===== src/rtl/ntt_index_gen.sv =====
// Address/twiddle sequencer for an in-place radix-2 NTT: walks every butterfly of
// every stage, one beat per valid/ready handshake, forward (half grows) or inverse.
module ntt_index_gen #(
   parameter int LOG_N = 4
) (
   input  logic                                          clk,
   input  logic                                          rst,
   input  logic                                          start,
   input  logic                                          inv,
   input  logic                                          ready,
   output logic                                          valid,
   output logic [(($clog2(LOG_N) > 1) ? $clog2(LOG_N) : 1)-1:0] stage,
   output logic [LOG_N-1:0]                              addr_a,
   output logic [LOG_N-1:0]                              addr_b,
   output logic [LOG_N-2:0]                              tw_idx,
   output logic                                          last,
   output logic                                          busy,
   output logic                                          done
);

   localparam int SW = ($clog2(LOG_N) > 1) ? $clog2(LOG_N) : 1;
   localparam int KW = LOG_N - 1;
   localparam logic [SW-1:0] LAST_STAGE = SW'(LOG_N - 1);
   localparam logic [KW-1:0] LAST_K     = '1;
   localparam logic [SW:0]   TOP_LH     = (SW + 1)'(LOG_N - 1);

   typedef enum logic {
      IDLE,
      RUN
   } state_t;

   state_t          r_state;
   logic            r_mode;
   logic [SW-1:0]   r_stage;
   logic [KW-1:0]   r_k;
   logic            r_done;

   logic            w_run;
   logic            w_last;
   logic [SW:0]     w_lh;
   logic [SW:0]     w_tsh;
   logic [LOG_N-1:0] w_h;
   logic [LOG_N-1:0] w_k_ext;
   logic [LOG_N-1:0] w_pos;
   logic [LOG_N-1:0] w_group;
   logic [LOG_N-1:0] w_addr_a;
   logic [LOG_N-1:0] w_tw_full;

   assign w_run  = (r_state == RUN);
   assign w_last = w_run && (r_stage == LAST_STAGE) && (r_k == LAST_K);

   always_ff @(posedge clk or posedge rst) begin
      if (rst) begin
         r_state <= IDLE;
         r_mode  <= 1'b0;
         r_stage <= '0;
         r_k     <= '0;
         r_done  <= 1'b0;
      end else begin
         r_done <= 1'b0;
         case (r_state)
            IDLE: begin
               if (start) begin
                  r_state <= RUN;
                  r_mode  <= inv;
                  r_stage <= '0;
                  r_k     <= '0;
               end
            end
            RUN: begin
               if (ready) begin
                  if (w_last) begin
                     // stage/k return to zero so the idle outputs read as zero
                     r_state <= IDLE;
                     r_done  <= 1'b1;
                     r_stage <= '0;
                     r_k     <= '0;
                  end else if (r_k == LAST_K) begin
                     r_k     <= '0;
                     r_stage <= r_stage + SW'(1);
                  end else begin
                     r_k <= r_k + KW'(1);
                  end
               end
            end
         endcase
      end
   end

   // lh is one bit wider than the stage so that lh+1 never wraps
   always_comb begin
      w_lh      = r_mode ? (TOP_LH - {1'b0, r_stage}) : {1'b0, r_stage};
      w_tsh     = TOP_LH - w_lh;
      w_h       = LOG_N'(1) << w_lh;
      w_k_ext   = {1'b0, r_k};
      w_pos     = w_k_ext & (w_h - LOG_N'(1));
      w_group   = w_k_ext >> w_lh;
      w_addr_a  = (w_group << (w_lh + (SW + 1)'(1))) | w_pos;
      w_tw_full = w_pos << w_tsh;
   end

   assign valid  = w_run;
   assign busy   = w_run;
   assign done   = r_done;
   assign last   = w_last;
   assign stage  = r_stage;
   assign addr_a = w_run ? w_addr_a : '0;
   assign addr_b = w_run ? (w_addr_a + w_h) : '0;
   assign tw_idx = w_run ? w_tw_full[LOG_N-2:0] : '0;

endmodule


===== config.mk =====
export PLATFORM = sky130hd
export DESIGN_NAME = ntt_index_gen
export DESIGN_NICKNAME = d
export VERILOG_FILES = /design/src/rtl/ntt_index_gen.sv
export SDC_FILE = /design/constraint.sdc
export NUM_CORES = 1
export LEC_CHECK = 0
export BUFFER_PORTS_ARGS = -buffer_cell sky130_fd_sc_hd__buf_2
export CAP_MARGIN = 25
export CELL_PAD_IN_SITES_DETAIL_PLACEMENT = 2
export CELL_PAD_IN_SITES_GLOBAL_PLACEMENT = 2
export CORE_MARGIN = 2
export CORE_UTILIZATION = 31
export CTS_BUF_LIST = sky130_fd_sc_hd__clkbuf_16
export DETAILED_ROUTE_END_ITERATION = 7
export GPL_ROUTABILITY_DRIVEN = 0
export PLACE_DENSITY_LB_ADDON = 0.1
export SLEW_MARGIN = 20
export SYNTH_ARGS = -nofsm -noshare
export SYNTH_HDL_FRONTEND = slang
export SYNTH_SLANG_ARGS = --single-unit

===== constraint.sdc =====
create_clock -name clk -period 3.4 [get_ports clk]
set_input_delay 0.68 -clock clk [delete_from_list [all_inputs] [get_ports clk]]
set_output_delay 0.68 -clock clk [all_outputs]
set_load 0.01 [all_outputs]

Word-level counts from Yosys, hierarchy flattened
Index checks and enable logic that the tools add are counted.
{"block": "op_classes", "reduce_logical": 5, "eq_ne": 5, "n_mux": 21, "n_addsub": 7, "bitwise": 3, "shift": 4}
{"operator": "$mux W3", "n": 6}
{"operator": "$mux W2", "n": 4}
{"operator": "$mux W4", "n": 2}
{"operator": "$add A3 B1 Y3 const B", "n": 2}
{"operator": "$mux W1", "n": 6}
{"operator": "$pmux W3 S2", "n": 1}
{"operator": "$add A4 B4 Y4", "n": 1}
{"operator": "$and A3 B4 Y4", "n": 1}
{"operator": "$ne A2 B2 Y1 const B", "n": 2}
{"operator": "$or A4 B4 Y4", "n": 1}
{"operator": "$pmux W2 S2", "n": 1}
{"operator": "$reduce_and A2 Y1", "n": 2}
{"operator": "$shl A1 B3 Y4 const A", "n": 1}
{"operator": "$shl A4 B3 Y3", "n": 1}
{"operator": "$shl A4 B3 Y4", "n": 1}
{"operator": "$shr A3 B3 Y4", "n": 1}
{"operator": "$sub A4 B1 Y4 const B", "n": 1}
{"operator": "$eq A3 B3 Y1 const B", "n": 1}
{"operator": "$ne A3 B2 Y1 const B", "n": 1}
{"operator": "$reduce_and A3 Y1", "n": 1}
{"operator": "$sub A2 B2 Y3 const A", "n": 1}
{"operator": "$sub A2 B3 Y3 const A", "n": 1}
{"operator": "$add A2 B1 Y2 const B", "n": 1}
{"operator": "$eq A2 B2 Y1 const B", "n": 1}
{"operator": "3 further kinds", "n": 4}
{"block": "totals", "ff_bits": 8, "out_inout_bits": 17, "in_bits": 5, "elab_cells": 50}

Depth between registers and ports, before layout
Gate-level depths: netlist (run 1).
{"block": "logic_depth", "depth_word": 8, "mapped_depth": 10, "ltp_nobuf": 9}

Worst setup path before layout (run 1)
No wires, ideal clock.
{"block": "synth_path", "path_kind": "flip-flop to output port", "start": "reg r_stage[0] (netlist: stage[0])", "end": "out addr_b[2]", "path_buffers": 1, "slack_ns": 0.760, "required_time_ns": 2.720, "t_arrival_ns": 1.960, "path_stages_with_launch": 9, "cell_sequence": "dfrtp_1 buf_4 nand2_1 o21ai_0 nor2_1 ha_1 fa_1 xor2_1 and2_1"}
{"block": "synth_via", "elab_chain_len": 8, "elab_cells_between_ends": 11, "classes_between": "add/sub (4); shift (3); mux (2); bitwise (2)"}
{"element": "start: declaration", "line": "34", "source": "logic [SW-1:0] r_stage;"}
{"element": "start signal: assignment", "line": "80", "source": "r_stage <= r_stage + SW'(1);"}
{"element": "$sub A2 B2 Y3", "line": "92", "source": "w_lh = r_mode ? (TOP_LH - {1'b0, r_stage}) : {1'b0, r_stage};"}
{"element": "$mux W3 *", "line": "92"}
{"element": "$shl A1 B3 Y4", "line": "94", "source": "w_h = LOG_N'(1) << w_lh;"}
{"element": "$sub A4 B1 Y4", "line": "96", "source": "w_pos = w_k_ext & (w_h - LOG_N'(1));"}
{"element": "$and A3 B4 Y4", "line": "96"}
{"element": "$or A4 B4 Y4", "line": "98", "source": "w_addr_a = (w_group << (w_lh + (SW + 1)'(1))) | w_pos;"}
{"element": "$add A4 B4 Y4 *", "line": "108", "source": "assign addr_b = w_run ? (w_addr_a + w_h) : '0;"}
{"element": "$mux W4 *", "line": "108"}
{"element": "end: declaration", "line": "14", "source": "output logic [LOG_N-1:0] addr_b,"}
Every way passes the cells marked *; elsewhere a longest branch is shown, timed or not.

Final worst setup path (run 1)
{"block": "layout_path", "start": "reg r_stage[1] (netlist: stage[1])", "end": "out addr_b[3]"}
The elaborated chain is that of the path after synthesis.

==> impl_results.md, run 1 <==
* Clock H-tree levels at 1
* Syn nets at 102
* Critical path endpoint category: output port
* Mean Syn Cell Area at around 8.6 um^2
* Max cap viols at 0
* WL final at slightly above 2000 um
* Antenna cells at 0
* Drt pass-1 iters at 2
* Vias in the first global route at 681
* Filler Cells Inserted at 281
* CTS tree: yes
* Share of cells above drive strength 1 at between 30% and 40%
* Min Tclk post-route at roughly 3.2 ns
* Die width at 53.95 um
* Die Span Y at 53.95 um
* Setup tns final at 0 ns
* Core ar. at 2410 um^2
* Post-Syn Instances at 90
* Relative slew slack at 59.57%
* DR iter-0 viols at 1
* Row count at 18
* Register area at about 200 um^2
* Area growth, synth to finish at 24.27%
* Max VDD drop at around 0.48 mV
* CTS Buffer Depth at 2
* Setup-failing EPs final at 0
* TritonCTS Buffers at 3
* Most frequent cells after synthesis: and2_1, dfrtp_1, nor2_1
* Final Skew at around 0.0028 ns
* Multi-input logic area at 523.0 um^2
* I/O pin cnt at 22
* YS warnings at 0
* RSZ-0062 raised after global routing: no
* FMAX at 316.4 MHz
* Via Count at 697
* Max-slew violation count at 0
* CP max FO at 11
* Cell area after synthesis at 773.2 um^2
* Drt wl/cell at between 10 and 15 um
* Tot Pwr at 1.011 mW
* Global route overflow at 0
* Path type of the worst min-delay path: input pin to async pin
* Initial antenna violation count at 0
* CP arrival at 2.48 ns
* Placed cells at 135
* Final Util at 39.88%
* Global-route wire length before repair at between 3000 and 4000 um
* Largest cells by area after synthesis: dfrtp_1, ha_1, and2_1
* Nets at about 120
* Hold_buf cts at 0
* Critical path launch point type: register
* Outcome: finished, final reports clean
* Port bufs at 21
* Post-synthesis register bit count at 8
* Post-DRT Antenna Nets at 0
* Tot GR Track Use at 16.28%
* Main synth FF type: dfrtp_1
* Final Cycle Share at 92.96%
* # DRC at 0
* Sequential area share after synthesis at 25.89%
* PwrDens at 1052 nW/um^2
* P_leak at 0.4798 nW
* Number of gates resized after cts at 0
* Finished Layout Cells at 138
* Worst-Skew Late Latency at roughly 0.23 ns
* Sink Count at 8
* DP HPWL at 1562 um
* Measured slew at the worst slew-check pin at 0.6064 ns
* DR vias/cell at around 5
* Starting density of the core at 32.09%
* Critical path type: register to output port
* Dominant cell type by area after synthesis: dfrtp_1
* Ys async rst share at 100.0%
* Clock-pin transition on the worst setup and hold timing paths at about 0.04 ns
* Synth cell types at 35
* CTS root buf: clkbuf_16
* Post-CTS setup buffer count at 0
* Synth top area share at around a quarter
* Number of flops mapped to enable cells by yosys at 0
* Pin count of the biggest net entering global routing at 22
* DIE AREA at 2910 um^2
* Fin. Hold Viols at 0
* CP required at 2.72 ns
==> flip-flops by register name, indices dropped and copies added, names as in the netlist <==
register	cells
r_k	3
r_mode	1
stage	2
busy	1
done	1
==> stage by stage <==
step / hold slack (ns) / setup WS [ns] / area, um^2
final: 0.4038 / 0.2392 / 960.9
after CTS: 0.4136 / 0.07922 / 950.9
after detailed placement: 0.6046 / 0.3249 / 875.8
after global routing: 0.4270 / 0.03338 / 960.9
after global placement: 0.6050 / 0.4264 / 875.8
after floorplan: 0.4957 / 0.7597 / 773.2
==> cell usage in the layout (no fill, tap or decap) <==
cell type  Yosys  final
mux2i_1        4      4
ha_1           6      6
clkbuf_16      0      3
dfrtp_1        8      7
nand2_1        7      7
a311oi_1       1      1
a31oi_2        0      1
mux2_2         2      2
nand3b_1       1      1
a211oi_2       1      1
a21oi_2        1      1
or2b_1         1      1
dfrtp_2        0      1
nor2b_1        3      3
xor2_1         2      2
buf_2          2     21
a21oi_1        3      3
nor2_2         0      1
o32ai_1        1      1
o22ai_1        1      1
nor3b_2        1      1
nand3_1        2      2
a22o_1         1      1
and2_1         8      8
nor3_1         1      1
nor2_1         8      7
and3_1         3      3
inv_1          5      5
fa_1           1      1
o31a_1         1      1
a21o_1         1      1
a32o_1         2      2
o21ai_0        4      4
o21ai_2        1      1
nand2b_1       2      2
==> worst max-delay path: stages, from the launching register on <==
cell and delay (ns):
dfrtp_1 0.53, inv_1 0.21, a311oi_1 0.33, a31oi_2 0.12, ha_1 0.30, a21o_1 0.15
a21oi_1 0.17, xor2_1 0.16, and2_1 0.14, buf_2 0.12
==> power by group <==
| group | internal, mW | switching, mW | total [mW] |
|---|---|---|---|
| logic | 0.292 | 0.308 | 0.600 |
| registers | 0.126 | 0.0889 | 0.215 |
| clock network | 0.151 | 0.0444 | 0.196 |
| total | 0.570 | 0.441 | 1.01 |
==> worst paths after layout <==
check,from,end,slack [ns],depth (start not counted)
worst max-delay path,stage[1],addr_b[3],0.24,9
worst min-delay path,rst,r_k[1],0.40,2
worst max register to register,r_k[0],stage[1],1.89,5
worst min register to register,r_k[2],r_k[2],0.62,1
max in group asynchronous,rst,stage[0],2.73,2
min in group clk,r_k[2],r_k[2],0.62,1
==> final cells by class <==
class | count | area share [%]
Clock buffer | 3 | 7.812
Sequential cell | 8 | 20.96
Multi-Input combinational cell | 71 | 54.43
Timing Repair Buffer | 21 | 10.94
Inverter | 5 | 1.953
Tap cell | 30 | 3.906
==> routing by layer <==
metal  global-route usage (%)  vias up  wire length [um]
met5                        0        -                 0
met3                    4.167        2                76
met4                    5.128        0                13
met1                    21.11      333              1009
met2                    26.22       12               958
li1                         -      350                 -
==> cell families after synthesis <==
logic type               synth area share [%]
AND/OR/NAND/NOR                         25.73
XOR/XNOR                                2.266
flip-flops                              25.89
buffers and inverters                   7.604
adder cells (fa/ha/maj)                 12.30
AO/OA/AOI/OAI                           18.12
multiplexers                            8.091
Note: power is estimated with default switching activity, not from simulation.
==> run 2, diff against run 1 <==
==> constraint.sdc (replaced) <==
create_clock -name clk -period 3.75 [get_ports clk]
set_input_delay 0.75 -clock clk [delete_from_list [all_inputs] [get_ports clk]]
set_output_delay 0.75 -clock clk [all_outputs]
set_load 0.01 [all_outputs]
==> run 2 against run 1 <==
- register-to-register slack improved by 0.35 ns
- sequential cell count unchanged
- highest routed layer unchanged
- power decreased by 10%
- routed wire length fell by 1.2%
- non-clock buffer count unchanged
- worst setup slack improved by 0.17 ns
- global-route usage did not move
- die area unchanged
- hold slack improved by 0.070 ns
==> impl_results.md, run 2 (synthesis gave the netlist of run 1 again) <==
* Measured slew at the worst slew-check pin at 0.6028 ns (-0.003590 ns)
* Area growth, synth to finish at 22.98%
* Initial antenna violation count at 0 (unchanged)
* Setup-failing EPs final at 0 (unchanged)
* TritonCTS Buffers at 3 (unchanged)
* # DRC at 0 (unchanged)
* Setup tns final at 0 ns (unchanged)
* Drt pass-1 iters at 2 (unchanged)
* Number of gates resized after cts at 0 (unchanged)
* Core ar. at 2410 um^2 (unchanged)
* Drt wl/cell at 14.73 um (-1.2%)
* DP HPWL at 1562 um (unchanged)
* CP arrival at 2.59 ns (+0.11 ns)
* Max reg flops at 3 (unchanged)
* Path type of the worst min-delay path: input pin to async pin
* Via Count at 689 (-1.1%)
* DR vias/cell at 4.993 (-1.1%)
* Filler Cells Inserted at 281 (unchanged)
* Max cap viols at 0 (unchanged)
* Pre-CTS setup slack at 0.6049 ns (+0.2800 ns)
* CTS Buffer Depth at 2 (unchanged)
* Max incr delay on CP at 0.57 ns (+0.04 ns)
* CTS tree: yes
* Antenna cells at 0 (unchanged)
* P_leak at 0.4804 nW (+0.12%)
* Critical path endpoint category: output port
* Final Skew at 0.002874 ns (+0.00006155 ns)
* Min Tclk post-route at about 3.3 ns
* Most frequent cells in the layout: buf_2, nor2_1, and2_1, dfrtp_1, nand2_1
* CP required at 3.00 ns (+0.28 ns)
* Pin count of the biggest net entering global routing at 22 (unchanged)
* Sink Count at 8 (unchanged)
* PwrDens at 953.2 nW/um^2 (-9.4%)
* Most common cell after layout, fill and taps aside: buf_2
* RSZ-0062 raised after global routing: no
* CTS root buf: clkbuf_16
* Die Span Y at 53.95 um (unchanged)
* Post-CTS setup buffer count at 0 (unchanged)
* Die width at 53.95 um (unchanged)
* Global route overflow at 0 (unchanged)
* WL final at 2033 um (-1.2%)
* Clock-pin transition on the worst setup and hold timing paths at 0.04 ns (about the same)
* Worst-Skew Late Latency at 0.23 ns (about the same)
* Smallest setup slack after layout at 0.4105 ns (+0.1713 ns)
* Hold_buf cts at 0 (unchanged)
* Tot Pwr at 0.9064 mW (-10%)
* Outcome: finished, final reports clean
* DR iter-0 viols at 1 (unchanged)
* Global-route wire length before repair at 3263 um (unchanged)
* Post-DRT Antenna Nets at 0 (unchanged)
* Final Cycle Share at 89.05%
* Share of cells above drive strength 1 at 27.78% (-2.8 points)
* Finished Layout Cells at 138 (unchanged)
* Max-slew violation count at 0 (unchanged)
* FMAX at 299.4 MHz
* Relative slew slack at 59.81% (+0.24 points)
* Placed cells at 135 (unchanged)
* CP max FO at 15 (+4)
* Largest Register: r_k
* Critical path launch point type: register
* Port bufs at 21 (unchanged)
* Starting density of the core at 32.09% (unchanged)
* Worst Setup SP: stage[0]
* R2r startpoint: r_k[0]
* CP delay by family, top: compound AO/OA/AOI/OAI gates
* Register area at 200.2 um^2 (-0.62%)
* I/O pin cnt at 22 (unchanged)
* Nets at 122 (unchanged)
* Clock H-tree levels at 1 (unchanged)
* Crit path buf inv count at 1 (-1)
* Multi-input logic area at 514.2 um^2 (-1.7%)
* DIE AREA at 2910 um^2 (unchanged)
* Vias in the first global route at 681 (unchanged)
* Fin. Hold Viols at 0 (unchanged)
* Cell breakdown of the critical path: nor2_1, nand2_1, a31oi_1, ha_1, a21o_1, a21oi_1, xor2_1, and2_1, buf_2
* Slowest library cell on the worst path: dfrtp_1
* Min Hold Slack at 0.4735 ns (+0.06965 ns)
* Tot GR Track Use at 16.28% (unchanged)
* Critical path type: register to output port
* Row count at 18 (unchanged)
* Max VDD drop at 0.4160 mV (-12%)
## run 2: per-stage QoR
stage / util (%) / area (um^2)
2_1_floorplan: - / 773.2
3_3_place_gp: 36.34 / 875.8
3_5_place_dp: 36.34 / 875.8
4_1_cts: 39.46 / 950.9
5_1_grt: 39.46 / 950.9
6_report: 39.46 / 950.9
## run 2: power by group
group / internal [mW] / leakage, nW / switching (mW)
combinational: 0.262 / 0.347 / 0.276
clock: 0.137 / 0.0370 / 0.0402
sequential: 0.113 / 0.0964 / 0.0787
## run 2: final cells by class
class / instances / share of cell area (%)
repair buffers: 21 / 11.05
flip-flops and latches: 8 / 21.05
clock buffers: 3 / 7.895
multi-input cells: 71 / 54.08
well taps: 30 / 3.947
inverters: 5 / 1.974
## run 2: final timing paths
path / cells after the start / slack, ns / endpoint
setup / recovery: 9 / 0.41 / addr_b[3]
hold / removal: 2 / 0.47 / r_k[1]
setup reg to reg: 5 / 2.24 / stage[1]
hold reg to reg: 1 / 0.62 / r_k[2]
max in group asynchronous: 2 / 3.03 / busy
min in group clk: 1 / 0.62 / r_k[2]
## run 2: worst reg2reg max path, cell delays in order (launching register included)
cell and delay (ns):
dfrtp_1 0.53, ha_1 0.22, ha_1 0.22, nand2_1 0.07, a21oi_1 0.21, o32ai_1 0.13
## run 2: metal layers
layer	vias up	routed length, um	track usage (%)
met5	-	0	0
met4	0	13	5.128
met3	2	79	4.167
met2	12	934	26.22
met1	325	1004	21.11
li1	350	-	-
